<file path="config.mk">
export PLATFORM = sky130hd
export DESIGN_NAME = if_fetch
export DESIGN_NICKNAME = d
export VERILOG_FILES = /design/src/rtl/if_fetch_pkg.sv /design/src/rtl/icache_dm.sv /design/src/rtl/if_fetch.sv
export SDC_FILE = /design/constraint.sdc
export NUM_CORES = 1
export LEC_CHECK = 0
export CORE_UTILIZATION = 30
export CTS_CLUSTER_DIAMETER = 120
export DETAILED_ROUTE_END_ITERATION = 12
export GPL_TIMING_DRIVEN = 0
export PLACE_DENSITY = 0.65
export SLEW_MARGIN = 15
export SYNTH_ARGS = -nofsm -noshare
export SYNTH_HDL_FRONTEND = slang
export SYNTH_SLANG_ARGS = --single-unit
</file>
<file path="constraint.sdc">
create_clock -name clk -period 2.2 [get_ports clk]
set_clock_uncertainty 0.15 [all_clocks]
set_input_delay 0.22 -clock clk [delete_from_list [all_inputs] [get_ports clk]]
set_output_delay 0.22 -clock clk [all_outputs]
set_load 0.005 [all_outputs]
</file>
<file path="src/rtl/if_fetch_pkg.sv">
// Shared definitions for the instruction-fetch stage: bus widths, fetch FSM encoding, reset level.
package if_fetch_pkg;

  localparam int unsigned InstAddrBus = 32;
  localparam int unsigned InstBus     = 32;
  localparam logic        RstEnable   = 1'b1;

  typedef enum logic [2:0] {
    StIdle = 3'd0,
    StB0   = 3'd1,
    StB1   = 3'd2,
    StB2   = 3'd3,
    StB3   = 3'd4,
    StHold = 3'd5
  } fetch_state_e;

  function automatic logic [InstAddrBus-1:0] align_word(input logic [InstAddrBus-1:0] addr);
    return {addr[InstAddrBus-1:2], 2'b00};
  endfunction

endpackage

</file>
<file path="src/rtl/icache_dm.sv">
// Direct-mapped one-word-per-line instruction cache: async lookup, single write port.
module icache_dm import if_fetch_pkg::*; #(
  parameter int unsigned Lines = 16
) (
  input  logic                   clk,
  input  logic                   rst,
  input  logic [InstAddrBus-1:0] rd_pc_i,
  output logic                   hit_o,
  output logic [InstBus-1:0]     rd_data_o,
  input  logic                   wr_en_i,
  input  logic [InstAddrBus-1:0] wr_pc_i,
  input  logic [InstBus-1:0]     wr_data_i
);

  localparam int unsigned IdxW = (Lines > 1) ? $clog2(Lines) : 1;
  localparam int unsigned TagW = InstAddrBus - 2 - IdxW;

  logic [Lines-1:0]   valid_q;
  logic [TagW-1:0]    tag_q  [Lines];
  logic [InstBus-1:0] data_q [Lines];

  logic [IdxW-1:0] rd_idx, wr_idx;
  logic [TagW-1:0] rd_tag, wr_tag;

  assign rd_idx = rd_pc_i[2 +: IdxW];
  assign wr_idx = wr_pc_i[2 +: IdxW];
  assign rd_tag = rd_pc_i[InstAddrBus-1 -: TagW];
  assign wr_tag = wr_pc_i[InstAddrBus-1 -: TagW];

  assign hit_o     = valid_q[rd_idx] && (tag_q[rd_idx] == rd_tag);
  assign rd_data_o = data_q[rd_idx];

  always_ff @(posedge clk) begin
    if (rst == RstEnable) begin
      valid_q <= '0;
    end else if (wr_en_i) begin
      valid_q[wr_idx] <= 1'b1;
    end
  end

  // Tag/data need no reset; a clear valid bit masks whatever they hold.
  always_ff @(posedge clk) begin
    if (wr_en_i) begin
      tag_q[wr_idx]  <= wr_tag;
      data_q[wr_idx] <= wr_data_i;
    end
  end

  logic unused_pc_bits;
  assign unused_pc_bits = ^{rd_pc_i[1:0], wr_pc_i[1:0]};

endmodule

</file>
<file path="src/rtl/if_fetch.sv">
// Instruction fetch: four byte beats per word, little-endian assembly, held until decode takes it.
// Optional direct-mapped icache when IF_ICACHE_EN is defined.
module if_fetch import if_fetch_pkg::*; #(
  parameter logic [InstAddrBus-1:0] RESET_PC     = 32'h0000_0000,
  parameter int unsigned            ICACHE_LINES = 16
) (
  input  logic                   clk,
  input  logic                   rst,
  input  logic                   stall_i,
  input  logic                   branch_en_i,
  input  logic [InstAddrBus-1:0] branch_target_i,
  output logic                   mem_req_o,
  output logic [InstAddrBus-1:0] mem_addr_o,
  input  logic                   mem_ready_i,
  input  logic [7:0]             mem_data_i,
  output logic                   if_valid_o,
  output logic [InstAddrBus-1:0] if_pc_o,
  output logic [InstBus-1:0]     if_inst_o
);

  fetch_state_e           state_q;
  logic [InstAddrBus-1:0] pc_q;
  logic [23:0]            byte_buf_q;
  logic                   mem_req_q;
  logic [InstAddrBus-1:0] mem_addr_q;
  logic                   valid_q;
  logic [InstAddrBus-1:0] if_pc_q;
  logic [InstBus-1:0]     if_inst_q;

  logic               hit_b0;
  logic [InstBus-1:0] hit_word;

`ifdef IF_ICACHE_EN
  logic cache_hit;
  logic fill_en;

  assign fill_en = (state_q == StB3) && mem_ready_i && !branch_en_i;
  assign hit_b0  = (state_q == StB0) && cache_hit;

  icache_dm #(
    .Lines (ICACHE_LINES)
  ) u_icache (
    .clk       (clk),
    .rst       (rst),
    .rd_pc_i   (pc_q),
    .hit_o     (cache_hit),
    .rd_data_o (hit_word),
    .wr_en_i   (fill_en),
    .wr_pc_i   (pc_q),
    .wr_data_i ({mem_data_i, byte_buf_q})
  );
`else
  logic [31:0] unused_lines;
  assign unused_lines = ICACHE_LINES;
  assign hit_b0       = 1'b0;
  assign hit_word     = '0;
`endif

  // A B0 hit suppresses the request for the one cycle spent there.
  assign mem_req_o  = mem_req_q & ~hit_b0;
  assign mem_addr_o = mem_addr_q;
  assign if_valid_o = valid_q;
  assign if_pc_o    = if_pc_q;
  assign if_inst_o  = if_inst_q;

  always_ff @(posedge clk) begin
    if (rst == RstEnable) begin
      state_q    <= StIdle;
      pc_q       <= RESET_PC;
      byte_buf_q <= '0;
      mem_req_q  <= 1'b0;
      mem_addr_q <= '0;
      valid_q    <= 1'b0;
      if_pc_q    <= '0;
      if_inst_q  <= '0;
    end else if (branch_en_i) begin
      state_q    <= StB0;
      pc_q       <= align_word(branch_target_i);
      byte_buf_q <= '0;
      mem_req_q  <= 1'b1;
      mem_addr_q <= align_word(branch_target_i);
      valid_q    <= 1'b0;
    end else begin
      case (state_q)
        StIdle: begin
          state_q    <= StB0;
          mem_req_q  <= 1'b1;
          mem_addr_q <= pc_q;
        end
        StB0: begin
          if (hit_b0) begin
            state_q   <= StHold;
            mem_req_q <= 1'b0;
            valid_q   <= 1'b1;
            if_pc_q   <= pc_q;
            if_inst_q <= hit_word;
          end else if (mem_ready_i) begin
            byte_buf_q[7:0] <= mem_data_i;
            state_q         <= StB1;
            mem_addr_q      <= pc_q + 32'd1;
          end
        end
        StB1: begin
          if (mem_ready_i) begin
            byte_buf_q[15:8] <= mem_data_i;
            state_q          <= StB2;
            mem_addr_q       <= pc_q + 32'd2;
          end
        end
        StB2: begin
          if (mem_ready_i) begin
            byte_buf_q[23:16] <= mem_data_i;
            state_q           <= StB3;
            mem_addr_q        <= pc_q + 32'd3;
          end
        end
        StB3: begin
          if (mem_ready_i) begin
            state_q   <= StHold;
            mem_req_q <= 1'b0;
            valid_q   <= 1'b1;
            if_pc_q   <= pc_q;
            if_inst_q <= {mem_data_i, byte_buf_q};
          end
        end
        StHold: begin
          if (!stall_i) begin
            state_q    <= StB0;
            pc_q       <= pc_q + 32'd4;
            mem_req_q  <= 1'b1;
            mem_addr_q <= pc_q + 32'd4;
            valid_q    <= 1'b0;
          end
        end
        default: begin
          state_q   <= StIdle;
          mem_req_q <= 1'b0;
        end
      endcase
    end
  end

endmodule

</file>
# Yosys cells after proc, flatten, opt, wreduce, memory -nomap -nowiden
# Index checks and enable logic that the tools add are counted.
# op_classes
n_addsub	4
mul	0
div_mod_pow	0
magnitude_cmp	0
n_eq_ne	17
shifts	0
muxes	23
n_bitwise	2
reduce_logical	19
# ops
cell	count
32-bit two-way mux	8
32-bit one-hot mux with 5 select lines	1
32-bit by 2-bit adder with 32-bit output, second input constant	2
32-bit by 1-bit adder with 32-bit output, second input constant	1
32-bit by 3-bit adder with 32-bit output, second input constant	1
5-bit AND reduction	4
3-bit one-hot mux with 6 select lines	1
3-bit two-way mux	5
3-bit inequality test, second input constant	5
2-bit inequality test, second input constant	5
2-bit AND reduction	5
3-bit AND reduction	3
3-bit by 2-bit equality test with 1-bit output, second input constant	2
3-bit equality test, second input constant	2
1-bit two-way mux	6
6-bit nonzero test	1
5-bit nonzero test	1
2-bit by 1-bit inequality test with 1-bit output, second input constant	2
1-bit one-hot mux with 4 select lines	1
2-bit nonzero test	2
3-bit by 1-bit equality test with 1-bit output, second input constant	1
3-bit zero test	1
3-bit OR reduction	1
1-bit NOT	2
other kinds (2)	2
# totals
ff_bits	157
latchBits	0
mem_bits_rw	0
rom_bits	0
in_bits	45
out_inout_bits	98
memories	0

# Longest topological paths before layout
# logic_depth
ltp_word	4
ltp_mapped	8
depth_no_buf	6

# Worst setup path before layout
# Ideal clock, no wire load.
# synth_path
path_kind	flip-flop to flip-flop
from	register pc_q[2]
to	register pc_q[27]
setup_ns	0.120
arrival_ns	2.046
setup_slack_ns	-0.116
stages_incl_launch_ff	9
n_path_buf	3
path_cell_list	dfxtp_1 -> buf_2 -> and4_1 -> buf_2 -> nand3_1 -> or3b_2 -> clkbuf_1 -> o31a_1 -> o31a_1
# synth_between
elab_chain_cells	4
# synth_lines
item	line	rtl
start: declaration	if_fetch.sv:22	logic [InstAddrBus-1:0] pc_q;
start signal: assignment	if_fetch.sv:78	pc_q <= align_word(branch_target_i);
start signal: assignment	if_fetch.sv:129	pc_q <= pc_q + 32'd4;
32-bit by 3-bit adder with 32-bit output	if_fetch.sv:129	
32-bit two-way mux	if_fetch.sv:127	if (!stall_i) begin
32-bit two-way mux	if_fetch.sv:84	case (state_q)
32-bit two-way mux	if_fetch.sv:76	end else if (branch_en_i) begin
# No other way between the ends. The select of a mux whose other input is x is not followed.
# A chain may end at the register's enable or synchronous reset.

# Worst setup path after layout
# layout_path
from	register state_q[1]
to	register pc_q[28]
# layout_between
elab_chain_cells	3
# layout_lines
item	line	rtl
start: declaration	if_fetch.sv:21	fetch_state_e state_q;
start signal: assignment	if_fetch.sv:68	state_q <= StIdle;
start signal: assignment	if_fetch.sv:77	state_q <= StB0;
start signal: assignment	if_fetch.sv:86	state_q <= StB0;
3-bit equality test	if_fetch.sv:84	
2-bit nonzero test (no source line)	n/a	
2-bit AND reduction (no source line)	n/a	
# No other way between the ends.

==> qor.csv <==
stage;metric;value;unit
status;status;complete, but fails checks;
status;violations;negative setup slack;
critical_path;crit_fanout;4;
placed_design;routabilityCongestion;0.941;
critical_path;start_kind;register;
flow_run;drv_cap;0;
grt;grt_max_degree;17;
detailed_routing;avgViaCountPerCell;5.27;
layout;post-route-cell-area;0.0100;mm²
placed_design;place_area;0.00870;mm²
clock_tree;cts_root_buffer;clkbuf_16;
critical_path;critPathRequiredTime;2400;ps
min_path;hold_path_class;in2reg;
clock_tree;clk_pin_slew_worst_paths;60;ps
synthesis;ys_seq_area_frac;0.443;
placed_design;place_ws;-987;ps
critical_path;end_kind;register;
clock_tree;hold_buffers;0;
layout;diodes;0;
synthesis;synth_edf_count;0;
floorplanning;die_area;0.0236;mm²
synthesis;synth_area;0.00691;mm²
floorplanning;fp.dieH;154;µm
synthesis;yosys_warnings;0;
synthesis;ys.flop_type;dfxtp_1;
clock_tree;cts-buffers-inserted;17;
placed_design;hpwl;17200;µm
timing;worst_slack;-69.7;ps
grt;grt_use_total;0.207;
detailed_routing;first_pass_iters;6;
floorplanning;core-area;0.0226;mm²
grt;grt_overflow;0;
grt;grt_pass1_vias;6825;
timing;report.final.hold_viol_count;0;
synthesis;avgSynthCellArea;7.76;µm²
timing;setup_viol;4;
detailed_routing;drt_iter0_markers;593;
grt;antenna_found_initial;0;
synthesis;synth-seq-cells;153;
clock_tree;clk_latency;430;ps
placed_design;io_buffers;136;
timing;fin_crit_sh;1.03;
detailed_routing;wl_per_cell;18.1;µm
detailed_routing;antenna_left;0;
floorplanning;dieWidth;154;µm
layout;fin_nets;1130;
layout;mostFrequentLayoutCell;nand2_1;
timing;slew_headroom;0.525;
critical_path;path_class;reg2reg;
timing;finalCriticalPeriod;2270;ps
grt;met3_usage;0.0375;
detailed_routing;wl;25000;µm
layout;drive_above_1_share;0.165;
clock_tree;cts_num_sinks;153;
synthesis;yosysUniqueCellTypes;54;
floorplanning;ios;143;
synthesis;synthArstFlopShare;0;
timing;rsz0062_at_grt;true;
floorplanning;rows;55;
clock_tree;cts_max_level;4;
timing;drv_slew;0;
layout;layout_common_cells;219 x nand2_1, 136 x dfxtp_1, 136 x clkdlybuf4s50_1, 107 x a21oi_1, 52 x buf_4;
layout;fill_cells;2189;
detailed_routing;vias;7272;
clock_tree;cts_tree;built;
power;peakVddDrop;0.371;mV
clock_tree;clock_path_buffers;2;
grt;use_met1;0.277;
critical_path;crit_arrival;2470;ps
timing;worst_pin_slew;709;ps
synthesis;synth_cells;890;
grt;grt_pass1_wl;37800;µm
floorplanning;start_util;0.305;
grt;grt_busiest_layer;met2;
power;p_per_area;666;mW/mm²
detailed_routing;route.detailed.drc;0;
timing;fmax;441;MHz
power;leakagePower;3.51;nW
grt;gr-usage-met2;0.328;
layout;syn_to_final_growth;45.1;%
==> worst paths after layout <==
path | slack [ps] | start | endpoint | cells past startpoint
setup / recovery | -70 | state_q[1]$_SDFFE_PP0P_ | pc_q[28]$_SDFFE_PP0P_ | 5
hold / removal | 150 | mem_ready_i | state_q[1]$_SDFFE_PP0P_ | 4
setup reg to reg | -70 | state_q[1]$_SDFFE_PP0P_ | pc_q[28]$_SDFFE_PP0P_ | 5
hold reg to reg | 300 | if_inst_o[4]$_SDFFE_PP0P_ | if_inst_o[4]$_SDFFE_PP0P_ | 2
==> cell type report <==
| cell class | count | area [µm²] | share of cell area |
|---|---|---|---|
| Inverter | 11 | 41.3 | 0.00412 |
| Clock inverter | 12 | 151 | 0.0151 |
| Tap cell | 285 | 357 | 0.0356 |
| Buffer | 77 | 458 | 0.0457 |
| Clock buffer | 19 | 443 | 0.0442 |
| Timing Repair Buffer | 180 | 1700 | 0.169 |
| Sequential cell | 153 | 3100 | 0.309 |
| Multi-Input combinational cell | 644 | 3780 | 0.377 |
==> synthesized netlist by cell type (all sizes together) (8+ instances only) <==
master / instances / area (µm²)
a21oi: 107 / 536
nand3b: 8 / 60.1
nand2: 219 / 822
xnor2: 34 / 298
nor2: 47 / 176
a21boi: 8 / 60.1
o21a: 11 / 82.6
nand4: 13 / 87.6
xor2: 13 / 114
nor3: 17 / 85.1
o21ai: 29 / 145
dfxtp: 153 / 3060
nand3: 17 / 90.1
mux2i: 9 / 90.1
nor4: 16 / 100
o22ai: 11 / 68.8
buf: 13 / 72.6
inv: 11 / 41.3
a211oi: 13 / 97.6
clkbuf: 70 / 263
==> kinds of logic after synthesis <==
group                    synth area share
adder cells (fa/ha/maj)           0.00181
buffers and inverters              0.0545
flip-flops                          0.443
AO/OA/AOI/OAI                       0.186
other                            0.000543
multiplexers                       0.0130
AND/OR/NAND/NOR                     0.241
XOR/XNOR                           0.0596
==> routing by layer <==
metal,up-vias,routed length (µm),share of wire
met3,58,1690,0.067
li1,3432,-,-
met4,0,767,0.031
met5,-,0,0
met2,310,11400,0.46
met1,3472,11100,0.44
==> report_power, final <==
part / switching, W / internal (W) / total [W]
clock network: 0.00118 / 0.00180 / 0.00298
registers: 0.0000825 / 0.00286 / 0.00294
logic: 0.000386 / 0.000362 / 0.000748
==> worst max-delay path, cell delays in order (launching register included) <==
cell and delay, ps:
dfxtp_2 330, buf_8 120, or4bb_4 550, or4_4 540
or3_1 340, a31oi_1 180
==> sequential cells by signal, indices dropped and copies added, names as in the netlist <==
name and cells:
byte_buf_q 24, if_inst_o 32, if_pc_o 30, if_valid_o 1, mem_addr_o 32, mem_req_o 1
pc_q 30, state_q 3
==> metrics by stage <==
step	utilization	instances	power [W]	setup TNS (ps)	hold WS, ps
final	0.443	1381	0.00667	-219	151
after global routing	0.443	1381	0.00688	-734	215
after CTS	0.423	1353	0.00664	-260	121
after detailed placement	0.384	1312	0.00365	-51680	295
after global placement	0.384	1312	0.00365	-50100	290
after floorplan	-	891	0.00332	-19.9	206
==> repair_timing <==
item	in CTS	in global routing
buffers inserted	14	30
gates resized for setup	63	80
setup endpoints to repair	77	117
pin swaps	9	12
hold endpoints to repair	0	0
Power figures use the tool's default switching activity.
